**config.mk**
```make
export PLATFORM = sky130hd
export DESIGN_NAME = step_ramp_generator
export DESIGN_NICKNAME = d
export VERILOG_FILES = /design/src/rtl/step_motor_pkg.sv /design/src/rtl/step_ramp_regs.sv /design/src/rtl/step_ramp_generator.sv
export SDC_FILE = /design/constraint.sdc
export NUM_CORES = 1
export LEC_CHECK = 0
export ABC_AREA = 1
export BUFFER_PORTS_ARGS = -buffer_cell sky130_fd_sc_hd__buf_2
export CAP_MARGIN = 25
export CORE_MARGIN = 8
export CORE_UTILIZATION = 40
export CTS_CLUSTER_SIZE = 14
export DETAILED_ROUTE_END_ITERATION = 8
export PLACE_DENSITY = 0.66
export SLEW_MARGIN = 40
export SYNTH_ARGS = -nofsm -noshare
export SYNTH_HDL_FRONTEND = slang
export SYNTH_SLANG_ARGS = --single-unit
```
**constraint.sdc**
```tcl
create_clock -name csi_MCLK_clk -period 6.6 [get_ports csi_MCLK_clk]
set_clock_uncertainty 0.05 [all_clocks]
set_input_delay 0.66 -clock csi_MCLK_clk [delete_from_list [all_inputs] [get_ports csi_MCLK_clk]]
set_output_delay 0.66 -clock csi_MCLK_clk [all_outputs]
set_load 0.02 [all_outputs]
```
**src/rtl/step_motor_pkg.sv**
```systemverilog
// Shared definitions for the step/ramp motion generator.
//   - Avalon register map (word addresses)
//   - CTRL and STATUS bit positions
//   - Ramp FSM state encoding
//   - Reset value for PERIOD_START / PERIOD_MIN
//   - Small arithmetic/byte-enable helpers
package step_motor_pkg;

  localparam logic [2:0] ADDR_CTRL         = 3'd0;
  localparam logic [2:0] ADDR_STEPS        = 3'd1;
  localparam logic [2:0] ADDR_PERIOD_START = 3'd2;
  localparam logic [2:0] ADDR_PERIOD_MIN   = 3'd3;
  localparam logic [2:0] ADDR_ACCEL_DEC    = 3'd4;
  localparam logic [2:0] ADDR_STATUS       = 3'd5;
  localparam logic [2:0] ADDR_POSITION     = 3'd6;

  localparam int CTRL_START_BIT  = 0;
  localparam int CTRL_ABORT_BIT  = 1;
  localparam int CTRL_DIR_BIT    = 2;
  localparam int STATUS_BUSY_BIT = 0;
  localparam int STATUS_DONE_BIT = 1;

  localparam logic [31:0] RESET_PERIOD = 32'd1000;

  typedef enum logic [2:0] {
    ST_IDLE,
    ST_ACCEL,
    ST_CRUISE,
    ST_DECEL,
    ST_DONE
  } ramp_state_t;

  // Replace only the bytes of old_v selected by be with bytes of new_v.
  function automatic logic [31:0] be_merge(input logic [31:0] old_v,
                                           input logic [31:0] new_v,
                                           input logic [3:0]  be);
    logic [31:0] r;
    r = old_v;
    for (int unsigned i = 0; i < 4; i++) begin
      if (be[i]) r[i*8 +: 8] = new_v[i*8 +: 8];
    end
    return r;
  endfunction

  function automatic logic [31:0] max_u32(input logic [31:0] a,
                                          input logic [31:0] b);
    return (a > b) ? a : b;
  endfunction

endpackage

```
**src/rtl/step_ramp_regs.sv**
```systemverilog
// Avalon-MM register file for step_ramp_generator.
// Ports:
//   csi_MCLK_clk, rsi_MRST_reset_n : clock, synchronous active-low reset
//   avs_ctrl_*                     : Avalon-MM slave (fixed zero wait states,
//                                    read data registered one clock after read)
//   busy, done, position           : live status from the ramp FSM
//   steps .. accel_dec             : configuration registers (locked while busy)
//   cmd_start, cmd_abort, cmd_dir  : single-cycle decode of a CTRL byte-0 write
module step_ramp_regs
  import step_motor_pkg::*;
(
  input  logic        csi_MCLK_clk,
  input  logic        rsi_MRST_reset_n,
  input  logic [2:0]  avs_ctrl_address,
  input  logic [31:0] avs_ctrl_writedata,
  input  logic [3:0]  avs_ctrl_byteenable,
  input  logic        avs_ctrl_write,
  input  logic        avs_ctrl_read,
  output logic [31:0] avs_ctrl_readdata,
  output logic        avs_ctrl_waitrequest,
  input  logic        busy,
  input  logic        done,
  input  logic [31:0] position,
  output logic [31:0] steps,
  output logic [31:0] period_start,
  output logic [31:0] period_min,
  output logic [31:0] accel_dec,
  output logic        cmd_start,
  output logic        cmd_abort,
  output logic        cmd_dir
);

  logic        ctrl_wr;
  logic [31:0] rd_mux;

  assign avs_ctrl_waitrequest = 1'b0;

  // CTRL commands act only when byte lane 0 is enabled. The dir bit is only
  // consumed by the FSM alongside an accepted start, so it is inert while busy.
  assign ctrl_wr   = avs_ctrl_write && (avs_ctrl_address == ADDR_CTRL) && avs_ctrl_byteenable[0];
  assign cmd_start = ctrl_wr && avs_ctrl_writedata[CTRL_START_BIT];
  assign cmd_abort = ctrl_wr && avs_ctrl_writedata[CTRL_ABORT_BIT];
  assign cmd_dir   = avs_ctrl_writedata[CTRL_DIR_BIT];

  always_comb begin
    rd_mux = '0;
    case (avs_ctrl_address)
      ADDR_STEPS:        rd_mux = steps;
      ADDR_PERIOD_START: rd_mux = period_start;
      ADDR_PERIOD_MIN:   rd_mux = period_min;
      ADDR_ACCEL_DEC:    rd_mux = accel_dec;
      ADDR_STATUS: begin
        rd_mux[STATUS_BUSY_BIT] = busy;
        rd_mux[STATUS_DONE_BIT] = done;
      end
      ADDR_POSITION:     rd_mux = position;
      default:           rd_mux = '0;
    endcase
  end

  always_ff @(posedge csi_MCLK_clk) begin
    if (!rsi_MRST_reset_n) begin
      steps             <= '0;
      period_start      <= RESET_PERIOD;
      period_min        <= RESET_PERIOD;
      accel_dec         <= '0;
      avs_ctrl_readdata <= '0;
    end else begin
      if (avs_ctrl_write && !busy) begin
        case (avs_ctrl_address)
          ADDR_STEPS:        steps        <= be_merge(steps, avs_ctrl_writedata, avs_ctrl_byteenable);
          ADDR_PERIOD_START: period_start <= be_merge(period_start, avs_ctrl_writedata, avs_ctrl_byteenable);
          ADDR_PERIOD_MIN:   period_min   <= be_merge(period_min, avs_ctrl_writedata, avs_ctrl_byteenable);
          ADDR_ACCEL_DEC:    accel_dec    <= be_merge(accel_dec, avs_ctrl_writedata, avs_ctrl_byteenable);
          default: ;
        endcase
      end
      avs_ctrl_readdata <= avs_ctrl_read ? rd_mux : '0;
    end
  end

endmodule

```
**src/rtl/step_ramp_generator.sv**
```systemverilog
// Trapezoidal step/direction generator with Avalon-MM control.
// Ports:
//   csi_MCLK_clk, rsi_MRST_reset_n : clock, synchronous active-low reset
//   avs_ctrl_*                     : Avalon-MM slave to the register file
//   step_out                       : step pulse, PULSE_W clocks high
//   dir_out                        : direction latched at start (1 = forward)
//   busy                           : move in progress (ACCEL/CRUISE/DECEL)
// Parameter:
//   PULSE_W                        : step_out high time in clocks
module step_ramp_generator
  import step_motor_pkg::*;
#(
  parameter int PULSE_W = 4
) (
  input  logic        csi_MCLK_clk,
  input  logic        rsi_MRST_reset_n,
  input  logic [2:0]  avs_ctrl_address,
  input  logic [31:0] avs_ctrl_writedata,
  input  logic [3:0]  avs_ctrl_byteenable,
  input  logic        avs_ctrl_write,
  input  logic        avs_ctrl_read,
  output logic [31:0] avs_ctrl_readdata,
  output logic        avs_ctrl_waitrequest,
  output logic        step_out,
  output logic        dir_out,
  output logic        busy
);

  localparam logic [31:0] MIN_PERIOD = 32'(2 * PULSE_W);
  localparam logic [31:0] PULSE_LAST = 32'(PULSE_W - 1);

  logic [31:0] steps, period_start, period_min, accel_dec;
  logic        cmd_start, cmd_abort, cmd_dir;

  ramp_state_t state_q, state_d;
  logic [31:0] period_q, period_d;
  logic [31:0] cnt_q, cnt_d;
  logic [31:0] ramp_q, ramp_d;
  logic [31:0] sd_q, sd_d;
  logic [31:0] pos_q, pos_d;
  logic [31:0] pw_q, pw_d;
  logic        step_q, step_d;
  logic        done_q, done_d;
  logic        dir_q, dir_d;

  logic [31:0] pmin_eff, pstart_eff;
  logic [31:0] sd_inc, steps_left;
  logic [31:0] per_sub, per_accel, per_decel;
  logic [32:0] per_sum;

  step_ramp_regs u_regs (
    .csi_MCLK_clk         (csi_MCLK_clk),
    .rsi_MRST_reset_n     (rsi_MRST_reset_n),
    .avs_ctrl_address     (avs_ctrl_address),
    .avs_ctrl_writedata   (avs_ctrl_writedata),
    .avs_ctrl_byteenable  (avs_ctrl_byteenable),
    .avs_ctrl_write       (avs_ctrl_write),
    .avs_ctrl_read        (avs_ctrl_read),
    .avs_ctrl_readdata    (avs_ctrl_readdata),
    .avs_ctrl_waitrequest (avs_ctrl_waitrequest),
    .busy                 (busy),
    .done                 (done_q),
    .position             (pos_q),
    .steps                (steps),
    .period_start         (period_start),
    .period_min           (period_min),
    .accel_dec            (accel_dec),
    .cmd_start            (cmd_start),
    .cmd_abort            (cmd_abort),
    .cmd_dir              (cmd_dir)
  );

  assign busy     = (state_q == ST_ACCEL) || (state_q == ST_CRUISE) || (state_q == ST_DECEL);
  assign step_out = step_q;
  assign dir_out  = dir_q;

  // Periods never go below two pulse widths so pulses cannot overlap.
  assign pmin_eff   = max_u32(period_min, MIN_PERIOD);
  assign pstart_eff = max_u32(max_u32(period_start, MIN_PERIOD), pmin_eff);

  assign sd_inc     = sd_q + 32'd1;
  assign steps_left = steps - sd_inc;

  assign per_sub   = (period_q > accel_dec) ? (period_q - accel_dec) : '0;
  assign per_accel = (per_sub < pmin_eff) ? pmin_eff : per_sub;
  assign per_sum   = {1'b0, period_q} + {1'b0, accel_dec};
  assign per_decel = (per_sum > {1'b0, pstart_eff}) ? pstart_eff : per_sum[31:0];

  always_ff @(posedge csi_MCLK_clk) begin
    if (!rsi_MRST_reset_n) begin
      state_q  <= ST_IDLE;
      period_q <= '0;
      cnt_q    <= '0;
      ramp_q   <= '0;
      sd_q     <= '0;
      pos_q    <= '0;
      pw_q     <= '0;
      step_q   <= 1'b0;
      done_q   <= 1'b0;
      dir_q    <= 1'b0;
    end else begin
      state_q  <= state_d;
      period_q <= period_d;
      cnt_q    <= cnt_d;
      ramp_q   <= ramp_d;
      sd_q     <= sd_d;
      pos_q    <= pos_d;
      pw_q     <= pw_d;
      step_q   <= step_d;
      done_q   <= done_d;
      dir_q    <= dir_d;
    end
  end

  always_comb begin
    state_d  = state_q;
    period_d = period_q;
    cnt_d    = cnt_q;
    ramp_d   = ramp_q;
    sd_d     = sd_q;
    pos_d    = pos_q;
    pw_d     = pw_q;
    step_d   = step_q;
    done_d   = done_q;
    dir_d    = dir_q;

    // Pulse timer runs in every state so the last pulse of a move keeps its
    // full width after the FSM has already moved to DONE.
    if (step_q) begin
      if (pw_q == '0) step_d = 1'b0;
      else            pw_d   = pw_q - 32'd1;
    end

    case (state_q)
      ST_IDLE, ST_DONE: begin
        if (cmd_start && !cmd_abort) begin
          dir_d    = cmd_dir;
          done_d   = 1'b0;
          sd_d     = '0;
          ramp_d   = '0;
          period_d = pstart_eff;
          // Loaded with the full period: the step fires on the clock the
          // counter would reach 0, i.e. PERIOD_START clocks after the write.
          cnt_d    = pstart_eff;
          if (steps == '0) begin
            state_d = ST_DONE;
            done_d  = 1'b1;
          end else begin
            state_d = ST_ACCEL;
          end
        end
      end
      ST_ACCEL, ST_CRUISE, ST_DECEL: begin
        if (cmd_abort) begin
          state_d = ST_DONE;
          done_d  = 1'b1;
          step_d  = 1'b0;
          pw_d    = '0;
        end else if (sd_q == steps) begin
          state_d = ST_DONE;
          done_d  = 1'b1;
        end else if (cnt_q <= 32'd1) begin
          step_d = 1'b1;
          pw_d   = PULSE_LAST;
          sd_d   = sd_inc;
          pos_d  = dir_q ? (pos_q + 32'd1) : (pos_q - 32'd1);
          // Deceleration is checked against the ramp length built so far
          // (before this step's increment) so short moves mirror their ramp.
          if ((state_q != ST_DECEL) && (steps_left <= ramp_q)) begin
            state_d  = ST_DECEL;
            period_d = per_decel;
          end else if (state_q == ST_ACCEL) begin
            period_d = per_accel;
            ramp_d   = ramp_q + 32'd1;
            if (per_accel == pmin_eff) state_d = ST_CRUISE;
          end else if (state_q == ST_DECEL) begin
            period_d = per_decel;
          end
          cnt_d = period_d;
        end else begin
          cnt_d = cnt_q - 32'd1;
        end
      end
      default: state_d = ST_IDLE;
    endcase
  end

endmodule
```
## Word level (Yosys, flattened, before mapping)

Cells that the tools add are included.

- Register bits: 358
- Bits in latches: 0
- Memories kept: 0
- Word-level logic and storage cells: 169
- Bits in read-only memories: 0
- Memory bits (writable): 0
- Output and inout bits: 36
- Bits of input ports: 43

- Add/subtract/negate cells: 9
- Order comparisons: 8
- Mux-type cells: 58
- Bitwise operators: 2
- Reduce and logical (&&, ||, !) cells: 42
- Shifts and indexed selects: 0
- Eq/ne operators: 23
- Div/mod/pow operators: 0
- Multipliers: 0

Operators by type and width:

| operator | number |
|---|---|
| $mux W32 | 32 |
| $pmux W32 S2 | 4 |
| $pmux W30 S5 | 1 |
| $add A32 B1 Y32 const B | 3 |
| $sub A32 B1 Y32 const B | 3 |
| $eq A32 B32 Y1 | 2 |
| $gt A32 B32 Y1 | 2 |
| $gt A32 B4 Y1 const B | 2 |
| $logic_not A32 Y1 | 2 |
| $sub A32 B32 Y32 | 2 |
| $reduce_and A3 Y1 | 17 |
| $add A32 B32 Y33 | 1 |
| $gt A33 B32 Y1 | 1 |
| $le A32 B1 Y1 const B | 1 |
| $le A32 B32 Y1 | 1 |
| $lt A32 B32 Y1 | 1 |
| $mux W3 | 8 |
| $eq A3 B2 Y1 const B | 4 |
| $eq A3 B3 Y1 const B | 4 |
| $ne A2 B2 Y1 const B | 6 |
| $pmux W2 S6 | 1 |
| $reduce_and A4 Y1 | 3 |
| $mux W1 | 10 |
| $ne A5 B5 Y1 const B | 2 |
| other kinds (17) | 29 |

## Depth between registers and ports, before layout

Gate-level depths: netlist (run 1).

- Depth after elaboration: 13
- Mapped depth: 47

## Modules after synthesis

Synthesis (run 1) repeated with hierarchy kept, for this count alone.

- Cell total of the unflattened synthesis: 4620
- Area, all modules: 29784.8 um^2

By module, submodules not included:

| module | cells an instance | area an instance (um^2) | instances | sequential area each (um^2) |
|---|---|---|---|---|
| step_ramp_generator | 3672 | 22893.2 | 1 | 3963.8 |
| step_ramp_regs | 948 | 6891.6 | 1 | 3203.1 |

## Worst setup path before layout (run 1)

Ideal clock, no wire load.

- Path kind: register -> register
- Start: register sd_q[1]
- End: register ramp_q[27]
- Data arrival time: 5980 ps
- Path buffers: 0
- Slack: 513 ps
- Cell stages (with the launch flop): 41
- Setup time: 58 ps
- Path through: dfxtp_1 ha_1 nand4_1 nor2_1 nand2_1 xor2_1 inv_1 ha_1 a21oi_1 a21boi_1 o21ai_1 a21boi_1 o21ai_1 a21boi_1 o21ai_0 a21boi_1 o21ai_1 a21boi_1 (+5 left out) nor2_1 nand4_1 nor4_1 nand2_1 a21boi_4 nand2_2 nand2_1 nand2_2 inv_2 nand3_2 nor3_4 nand3_2 nor2_2 nand2_1 inv_2 nand2_1 a21oi_1 o21a_1

- Cells in the longest elaborated chain, start to end: 6

Ends and longest elaborated chain:

| what | RTL line | text |
|---|---|---|
| start, declared | step_ramp_generator.sv:39 | `logic [31:0] sd_q, sd_d;` |
| start signal, assigned | step_ramp_generator.sv:95 | `sd_q <= '0;` |
| start signal, assigned | step_ramp_generator.sv:106 | `sd_q <= sd_d;` |
| $add A32 B1 Y32 | step_ramp_generator.sv:81 | `assign sd_inc = sd_q + 32'd1;` |
| $sub A32 B32 Y32 | step_ramp_generator.sv:82 | `assign steps_left = steps - sd_inc;` |
| $le A32 B32 Y1 | step_ramp_generator.sv:169 | `if ((state_q != ST_DECEL) && (steps_left <= ramp_q)) begin` |
| $logic_and A1 B1 Y1 | step_ramp_generator.sv:169 |  |
| $ne A2 B2 Y1 (no source line) | n/a |  |
| $reduce_and A7 Y1 (no source line) (*) | n/a |  |
| end signal, assigned | step_ramp_generator.sv:105 | `ramp_q <= ramp_d;` |
| end, declared | step_ramp_generator.sv:38 | `logic [31:0] ramp_q, ramp_d;` |

Mark *: on every way between the ends. The rest lies on a longest branch, timed or not.
A chain may end at the register's enable or synchronous reset.

## Worst setup path in the final report (run 1)

- Start: register sd_q[2]
- End: register ramp_q[20]

The elaborated chain is that of the path after synthesis.

==> results of run 1 <==
layout by cell type, fill, tap and decap left out, types with 13 or more instances in the layout:
master	instances
xor2_1	121
o21a_1	15
nand2_1	698
nand3_1	183
inv_1	529
buf_2	76
o21ai_2	19
o22ai_1	69
o21bai_1	15
o211ai_1	33
xnor2_1	50
nor3_1	71
clkbuf_16	45
a21oi_2	28
dfxtp_1	355
o21ai_0	317
nand4_1	67
a31oi_1	50
a21oi_1	430
nor4_1	33
nor2_2	13
a211oi_1	45
inv_2	22
nand3_2	13
buf_4	92
ha_1	255
or2_2	35
o21ai_1	68
nor2_1	389
nand2_2	39
layout make-up:
| type | count | area share (%) |
|---|---|---|
| Clock buffer | 60 | 3.86 |
| Multi-Input combinational cell | 3213 | 59.0 |
| Clock inverter | 17 | 0.514 |
| Sequential cell | 358 | 22.2 |
| Timing Repair Buffer | 186 | 4.17 |
| Antenna cell | 4 | 0.0309 |
| Inverter | 557 | 6.53 |
| Timing Repair inverter | 1 | 0.0155 |
| Tap cell | 950 | 3.67 |
cell usage after synthesis, drive strengths merged, types with 3 or more instances:
cell type	n
a22oi	11
a21boi	16
nor4	38
nand3b	3
dfxtp	358
o2111ai	6
o221ai	6
a31oi	51
nor2	411
o21bai	15
nand4	68
o21a	15
o31ai	8
ha	257
xnor2	50
clkbuf	136
fa	4
o22ai	70
xor2	121
a41oi	3
nand3	204
nand2	742
a21o	7
o211ai	42
o21ai	406
a221oi	5
inv	555
buf	56
a211oi	46
or2	39
a21oi	458
nor3	86
logic make-up after synthesis:
logic type	Yosys count
AND/OR/NAND/NOR	1602
AO/OA/AOI/OAI	1178
buffers and inverters	749
flip-flops	358
adder cells (fa/ha/maj)	261
XOR/XNOR	171
other	1
worst reg2reg max path: cells and delay by family (launching register included):
kind                       cells  cell delay, ps
and+or+nand+nor               26            3480
DFF                            1             350
AOI/OAI and AO/OA              8            1140
xor gates and xnor gates       2             390
adders and majority gates      2             630
buffers and inverters          6             550
layer usage:
layer	wire length (microns)	track usage, %
met1	46500	33.6
met2	43700	36.8
met3	9970	4.91
met4	3780	8.40
met5	0	0
sequential cells by signal, indices dropped and copies added, names as in the netlist:
signal / count
done_q: 1
u_regs.steps: 32
u_regs.period_start: 32
cnt_q: 32
pw_q: 32
state_q: 3
pos_q: 32
dir_out: 1
step_out: 1
period_q: 32
sd_q: 32
u_regs.period_min: 32
u_regs.accel_dec: 32
u_regs.avs_ctrl_readdata: 32
ramp_q: 32
worst min-delay path by stage:
stage | start | endpoint | slack, ps
after CTS | avs_ctrl_writedata[5] | u_regs.period_min[5] | 270
after floorplan | ramp_q[17] | ramp_q[17] | 390
final | avs_ctrl_writedata[5] | u_regs.period_min[5] | 290
after global placement | ramp_q[30] | ramp_q[30] | 400
after global routing | avs_ctrl_writedata[5] | u_regs.period_min[5] | 300
after detailed placement | ramp_q[30] | ramp_q[30] | 410
power by group:
part / total (mW) / internal [mW] / switching (mW)
Clock: 2.43 / 1.41 / 1.02
Sequential: 2.48 / 2.30 / 0.180
Combinational: 9.58 / 3.16 / 6.41
per-stage QoR:
| stage | setup TNS [ps] | area (sq um) | hold slack (ps) | setup slack, ps |
|---|---|---|---|---|
| 2_1_floorplan | 0 | 28700 | 393 | 513 |
| 3_3_place_gp | 0 | 30100 | 402 | 45.5 |
| 3_5_place_dp | -800 | 30100 | 405 | -158 |
| 4_1_cts | -17.7 | 31500 | 265 | -11.4 |
| 5_1_grt | -13450 | 32400 | 300 | -408 |
| 6_report | -42.9 | 32400 | 295 | -21.7 |
timing repair:
item / CTS / global route
setup endpoints to repair: 13 / 91
setup buffers: 2 / 23
gates cloned: 0 / 4
gates resized for setup: 10 / 145
pin swaps: 3 / 54
==> summary.txt, run 1 <==
Critical path
  – Crit. path cell count: 44
  – CP endpoint: ramp_q[20]
  – Path depth of the worst reg2reg path: 44
  – R2r endpoint: ramp_q[20]
  – CP Launch Type: register
  – Crit path from: sd_q[2]
  – Crit path arrival time: 7100 ps
  – Launching point of the worst reg2reg path: sd_q[2]
  – CP top delay family: simple AND/OR/NAND/NOR gates
  – Crit end category: register
  – Buf/Inv on CP: 6
  – CP max-delay cell: ha_1
  – Crit-path max FO: 7
  – CP max stage delay: 360 ps
  – Worst EP required: 7080 ps
  – Cell mode on critical path: nand2_2
  – Reg2Reg Setup Slack: -20 ps
  – Critical path class: register to register

Route
  – Vias/cell: 5.66
  – Initial drt markers: 3,227
  – Residual DRC count: 0
  – Via count: 30,300
  – DR pass1 iterations: 8
  – Final wirelength: 104,000 microns
  – Wire per inst: 19.5 microns
  – Antenna-violating nets left: 0

Clocking
  – H-tree Lvls: 2
  – Hold Buf Count CTS: 0
  – Clock slew at reported path FFs: 70 ps
  – Clock Tree Buf Depth: 3
  – Clock Sinks: 358
  – Root Buffer: clkbuf_16
  – Worst-Skew Late Latency: 590 ps
  – TritonCTS buffer count: 42
  – CTS tree: done

Floorplanning
  – IO Count: 79
  – Horiz. Die Dim: 284 microns
  – Die area: 80,600 sq um
  – Core area: 71,200 sq um
  – Initial Utilization: 40.3%
  – Cell row count: 98
  – Chip height: 284 microns

Yosys
  – Xor and xnor area share after synthesis: 5.21%
  – Post-synthesis simple-gate area fraction: 24.5%
  – Syn Area/Cell: 6.65 sq um
  – Post-synthesis adder-cell area fraction: 11.5%
  – Mux share of post-synthesis cell area: 0%
  – EDFF count, synth: 0
  – Asr flop ratio synth: 0%
  – Top cells by area, synth: dfxtp_1, ha_1, nand2_1
  – Post-synthesis compound-gate area fraction: 23.5%
  – Mapped Area: 28,700 sq um
  – Main combinational cell family by area after synthesis: simple AND/OR/NAND/NOR gates
  – Yosys warnings: 0
  – Syn_nets: 4,624
  – Largest area contributor in the netlist: dfxtp_1
  – Ys flop type: dfxtp_1
  – FF+latch count, synth: 358
  – Sequential-to-total area share from yosys stat: 25.0%
  – Cell variety after synth: 82
  – Yosys top cell area share: 25.0%
  – Cell count after synthesis: 4,320

Timing
  – Setup WS post-layout: -21.7 ps
  – Final Cycle Share: 100%
  – Highest Clock Rate: 151 MHz
  – Unrepaired setup endpoints after global routing: true
  – Fin. Hold Viols: 0
  – Fin crit period: 6620 ps
  – Slew @ Worst Pin: 956 ps
  – Max Transition Viols Final: 0
  – # setup viols final: 2
  – Rel. slew slack: 35.9%

Power
  – Pwr dens: 448 nW/um^2
  – Peak VDD IR: 0.615 mV
  – Power, Total: 14.5 mW
  – Leakage: 14.5 nW

Hold path
  – Worst hold path stage count: 3
  – Min-Delay Path Class: input port to register

Layout
  – Fillcell total: 7,387
  – Ratio of cells with drive above 1 in the final layout: 11.7%
  – Non-filler cells, final: 5,346
  – Util after Layout: 45.4%
  – Nets: 4,663
  – Sequential cell area: 7170 sq um
  – Multi-input logic area: 19,100 sq um
  – Layout Area Growth over Synthesis: 12.7%

Global routing
  – First-pass GRT wire length: 158,000 microns
  – Gr usage total: 24.2%
  – Initial antenna violation count: 2
  – Remaining global-route overflow: 0
  – Largest net degree at the start of global routing: 86
  – Number of global-route vias before repair: 27,300

Place
  – Dpl cells: 5,237
  – GP Congestion: 0.984
  – Post-detail-place hpwl: 82,000 microns
  – Port-buffer cells: 77

Outcome
  – Status: finished, violations left
  – Violations in the final reports: setup timing

Job
  – Max_cap viols: 0
Power figures use the tool's default switching activity.
==> inputs of run 2 (changes only) <==
--- a/config.mk
+++ b/config.mk
@@ -9,10 +9,10 @@
 export BUFFER_PORTS_ARGS = -buffer_cell sky130_fd_sc_hd__buf_2
 export CAP_MARGIN = 25
 export CORE_MARGIN = 8
-export CORE_UTILIZATION = 40
+export CORE_UTILIZATION = 41
 export CTS_CLUSTER_SIZE = 14
 export DETAILED_ROUTE_END_ITERATION = 8
-export PLACE_DENSITY = 0.66
+export PLACE_DENSITY = 0.69
 export SLEW_MARGIN = 40
 export SYNTH_ARGS = -nofsm -noshare
 export SYNTH_HDL_FRONTEND = slang
==> constraint.sdc (replaced) <==
create_clock -name csi_MCLK_clk -period 5.7 [get_ports csi_MCLK_clk]
set_clock_uncertainty 0.05 [all_clocks]
set_input_delay 0.57 -clock csi_MCLK_clk [delete_from_list [all_inputs] [get_ports csi_MCLK_clk]]
set_output_delay 0.57 -clock csi_MCLK_clk [all_outputs]
set_load 0.02 [all_outputs]
==> run 2 against run 1 <==
Register-to-register slack lost 470 ps; critical endpoint unchanged; via count grew 3.0%; final area grew 6.2%; critical path depth shrank 2; cell count grew 4.5%; critical path type unchanged; count of clock-buffer cells in the layout shrank 5; the flow still finishes with violations (setup timing); fmax grew 7.0%; largest cell class unchanged; highest routed layer is now met5; global-route usage grew 1.7 points; clock power grew 22%.
==> summary.txt, run 2 (synthesis gave the netlist of run 1 again) <==
Layout
  – Fillcell total: 7,087 (-4.1%)
  – Nets: 4,917 (+5.4%)
  – Most frequent cells in the layout: nand2_1, inv_1, a21oi_1
  – Post-route cell area: 34,400 sq um (+6.2%)
  – Non-filler cells, final: 5,585 (+4.5%)
  – Layout Area Growth over Synthesis: 19.7%
  – Sequential cell area: 7170 sq um (about the same)
  – Multi-input logic area: 19,100 sq um (+0.15%)
  – Ratio of cells with drive above 1 in the final layout: 16.5% (+4.8 points)
  – Most common cell after layout, fill and taps aside: nand2_1
  – N_diodes: 0 (-4)

Critical path
  – CP Launch Type: register
  – Launching point of the worst reg2reg path: sd_q[0]
  – Worst EP required: 6160 ps (-920 ps)
  – Crit-path max FO: 4 (-3)
  – Cell mode on critical path: nand2_2
  – R2r endpoint: ramp_q[20]
  – Critical path class: register to register
  – Crit end category: register
  – CP max stage delay: 380 ps (+20 ps)
  – Crit path from: sd_q[0]
  – Reg2Reg Setup Slack: -490 ps (-470 ps)
  – Path depth of the worst reg2reg path: 42 (-4.5%)
  – Crit path arrival time: 6650 ps (-450 ps)
  – CP max-delay cell: dfxtp_4

Global routing
  – Number of global-route vias before repair: 28,400 (+4.0%)
  – Gr usage total: 25.9% (+1.7 points)
  – Remaining global-route overflow: 0 (unchanged)
  – Initial antenna violation count: 2 (unchanged)
  – Largest net degree at the start of global routing: 148 (+72%)
  – First-pass GRT wire length: 162,000 microns (+2.9%)

Timing
  – Setup WS post-layout: -488 ps (-466 ps)
  – Hold_ws: 256 ps (-38.6 ps)
  – Final setup TNS: -22,790 ps (-22,750 ps)
  – Fin crit period: 6190 ps (-434 ps)
  – Final Cycle Share: 109% (+8.2 points)
  – Unrepaired setup endpoints after global routing: true
  – Slew @ Worst Pin: 1020 ps (+62.6 ps)
  – Rel. slew slack: 31.7% (-4.2 points)
  – Fin. Hold Viols: 0 (unchanged)
  – Max Transition Viols Final: 0 (unchanged)
  – Highest Clock Rate: 162 MHz (+7.0%)
  – # setup viols final: 93 (+91)

Clocking
  – Clock Tree Buf Depth: 3 (unchanged)
  – Root Buffer: clkbuf_16
  – Worst-Skew Late Latency: 590 ps (about the same)
  – Clock Sinks: 358 (unchanged)
  – CTS tree: done
  – H-tree Lvls: 2 (unchanged)
  – Clock slew at reported path FFs: 60 ps (about the same)
  – TritonCTS buffer count: 43 (+2.4%)

Hold path
  – Min-delay src: avs_ctrl_writedata[3]
  – Worst Hold Endpoint: u_regs.period_min[3]
  – Min-Delay Path Class: input port to register
  – Worst hold path stage count: 3 (unchanged)

Floorplanning
  – Die area: 78,800 sq um (-2.3%)
  – Chip height: 281 microns (-1.2%)
  – IO Count: 79 (unchanged)
  – Core area: 69,700 sq um (-2.2%)
  – Horiz. Die Dim: 281 microns (-1.2%)
  – Cell row count: 97 (-1.0%)
  – Initial Utilization: 41.2% (+0.91 points)

Route
  – Initial drt markers: 3,259 (+0.99%)
  – DR pass1 iterations: 8 (unchanged)
  – Via count: 31,200 (+3.0%)
  – Wire per inst: 19.2 microns (-1.4%)
  – Antenna-violating nets left: 0 (unchanged)
  – Final wirelength: 107,000 microns (+3.0%)
  – Vias/cell: 5.58 (-1.4%)
  – Residual DRC count: 0 (unchanged)

Place
  – Post-Place Worst Slack: -541 ps (-383 ps)
  – Post-Place Cell Area: 32,000 sq um (+6.3%)
  – Post-detail-place hpwl: 85,200 microns (+3.8%)
  – Dpl cells: 5,456 (+4.2%)
  – GP Congestion: 0.990 (+0.59%)
  – Port-buffer cells: 77 (unchanged)

Power
  – Leakage: 15.8 nW (+8.6%)
  – Pwr dens: 515 nW/um^2 (+15%)
  – Peak VDD IR: 0.624 mV (+1.5%)

Outcome
  – Status: finished, violations left
  – Violations in the final reports: setup timing

Job
  – Max_cap viols: 0 (unchanged)
-- run 2: cell count changes in the layout (fill, tap and decap cells not counted), moves of 5 or more --
| cell | change |
|---|---|
| buf_4 | +249 |
| nand2_1 | +8 |
| nand3_4 | -8 |
| nand3_1 | +7 |
| buf_12 | +5 |
| ha_1 | -5 |
| ha_4 | +5 |
| nand2_2 | -5 |
-- run 2: worst max path at each step --
| stage | cells after the start | to | slack, ps |
|---|---|---|---|
| 2_1_floorplan | 45 | ramp_q[20] | -50 |
| 3_3_place_gp | 40 | ramp_q[20] | -320 |
| 3_5_place_dp | 40 | ramp_q[16] | -540 |
| 4_1_cts | 42 | ramp_q[20] | -280 |
| 5_1_grt | 42 | ramp_q[20] | -930 |
| 6_report | 42 | ramp_q[20] | -490 |
-- run 2: critical path, delay by kind of cell (launching register included) --
kind            cells  cell delay [ps]
xor+xnor            2              400
flops               1              380
buf+inv             5              420
fa+ha+maj           2              620
simple gates       24             2970
compound gates      9             1290
-- run 2: timing repair --
item                       in CTS  in global routing
pin swaps                      28                 17
gates resized for setup        73                 54
setup endpoints to repair      91                 99
hold buffers                    0                  0
setup buffers                  38                 18
-- run 2: area by class of cell --
class | count | area share [%]
Timing Repair Buffer | 440 | 9.58
Inverter | 557 | 6.14
Clock inverter | 22 | 0.797
Sequential cell | 358 | 20.9
Multi-Input combinational cell | 3213 | 55.7
Clock buffer | 55 | 3.49
Tap cell | 940 | 3.42
-- run 2: stage by stage --
step | total power [mW] | utilization, %
2_1_floorplan | 10.8 | -
3_3_place_gp | 13.9 | 45.9
3_5_place_dp | 14.1 | 45.9
4_1_cts | 17.4 | 48.8
5_1_grt | 19.0 | 49.3
6_report | 17.7 | 49.3
-- run 2: power by group --
group | internal [mW] | total (mW) | leakage (nW) | switching (mW)
logic | 4.37 | 11.9 | 12.1 | 7.50
clock network | 1.76 | 2.96 | 0.737 | 1.20
registers | 2.67 | 2.87 | 2.90 | 0.203
-- run 2: layer usage --
layer	share of wire, %	global-route usage (%)	wire length, microns	vias to the layer above
met3	9.4	5.25	10100	242
li1	-	-	-	15200
met5	0.025	0	27	-
met4	4.7	11.1	5020	4
met1	44	35.3	46900	14400
met2	42	39.5	45200	1341
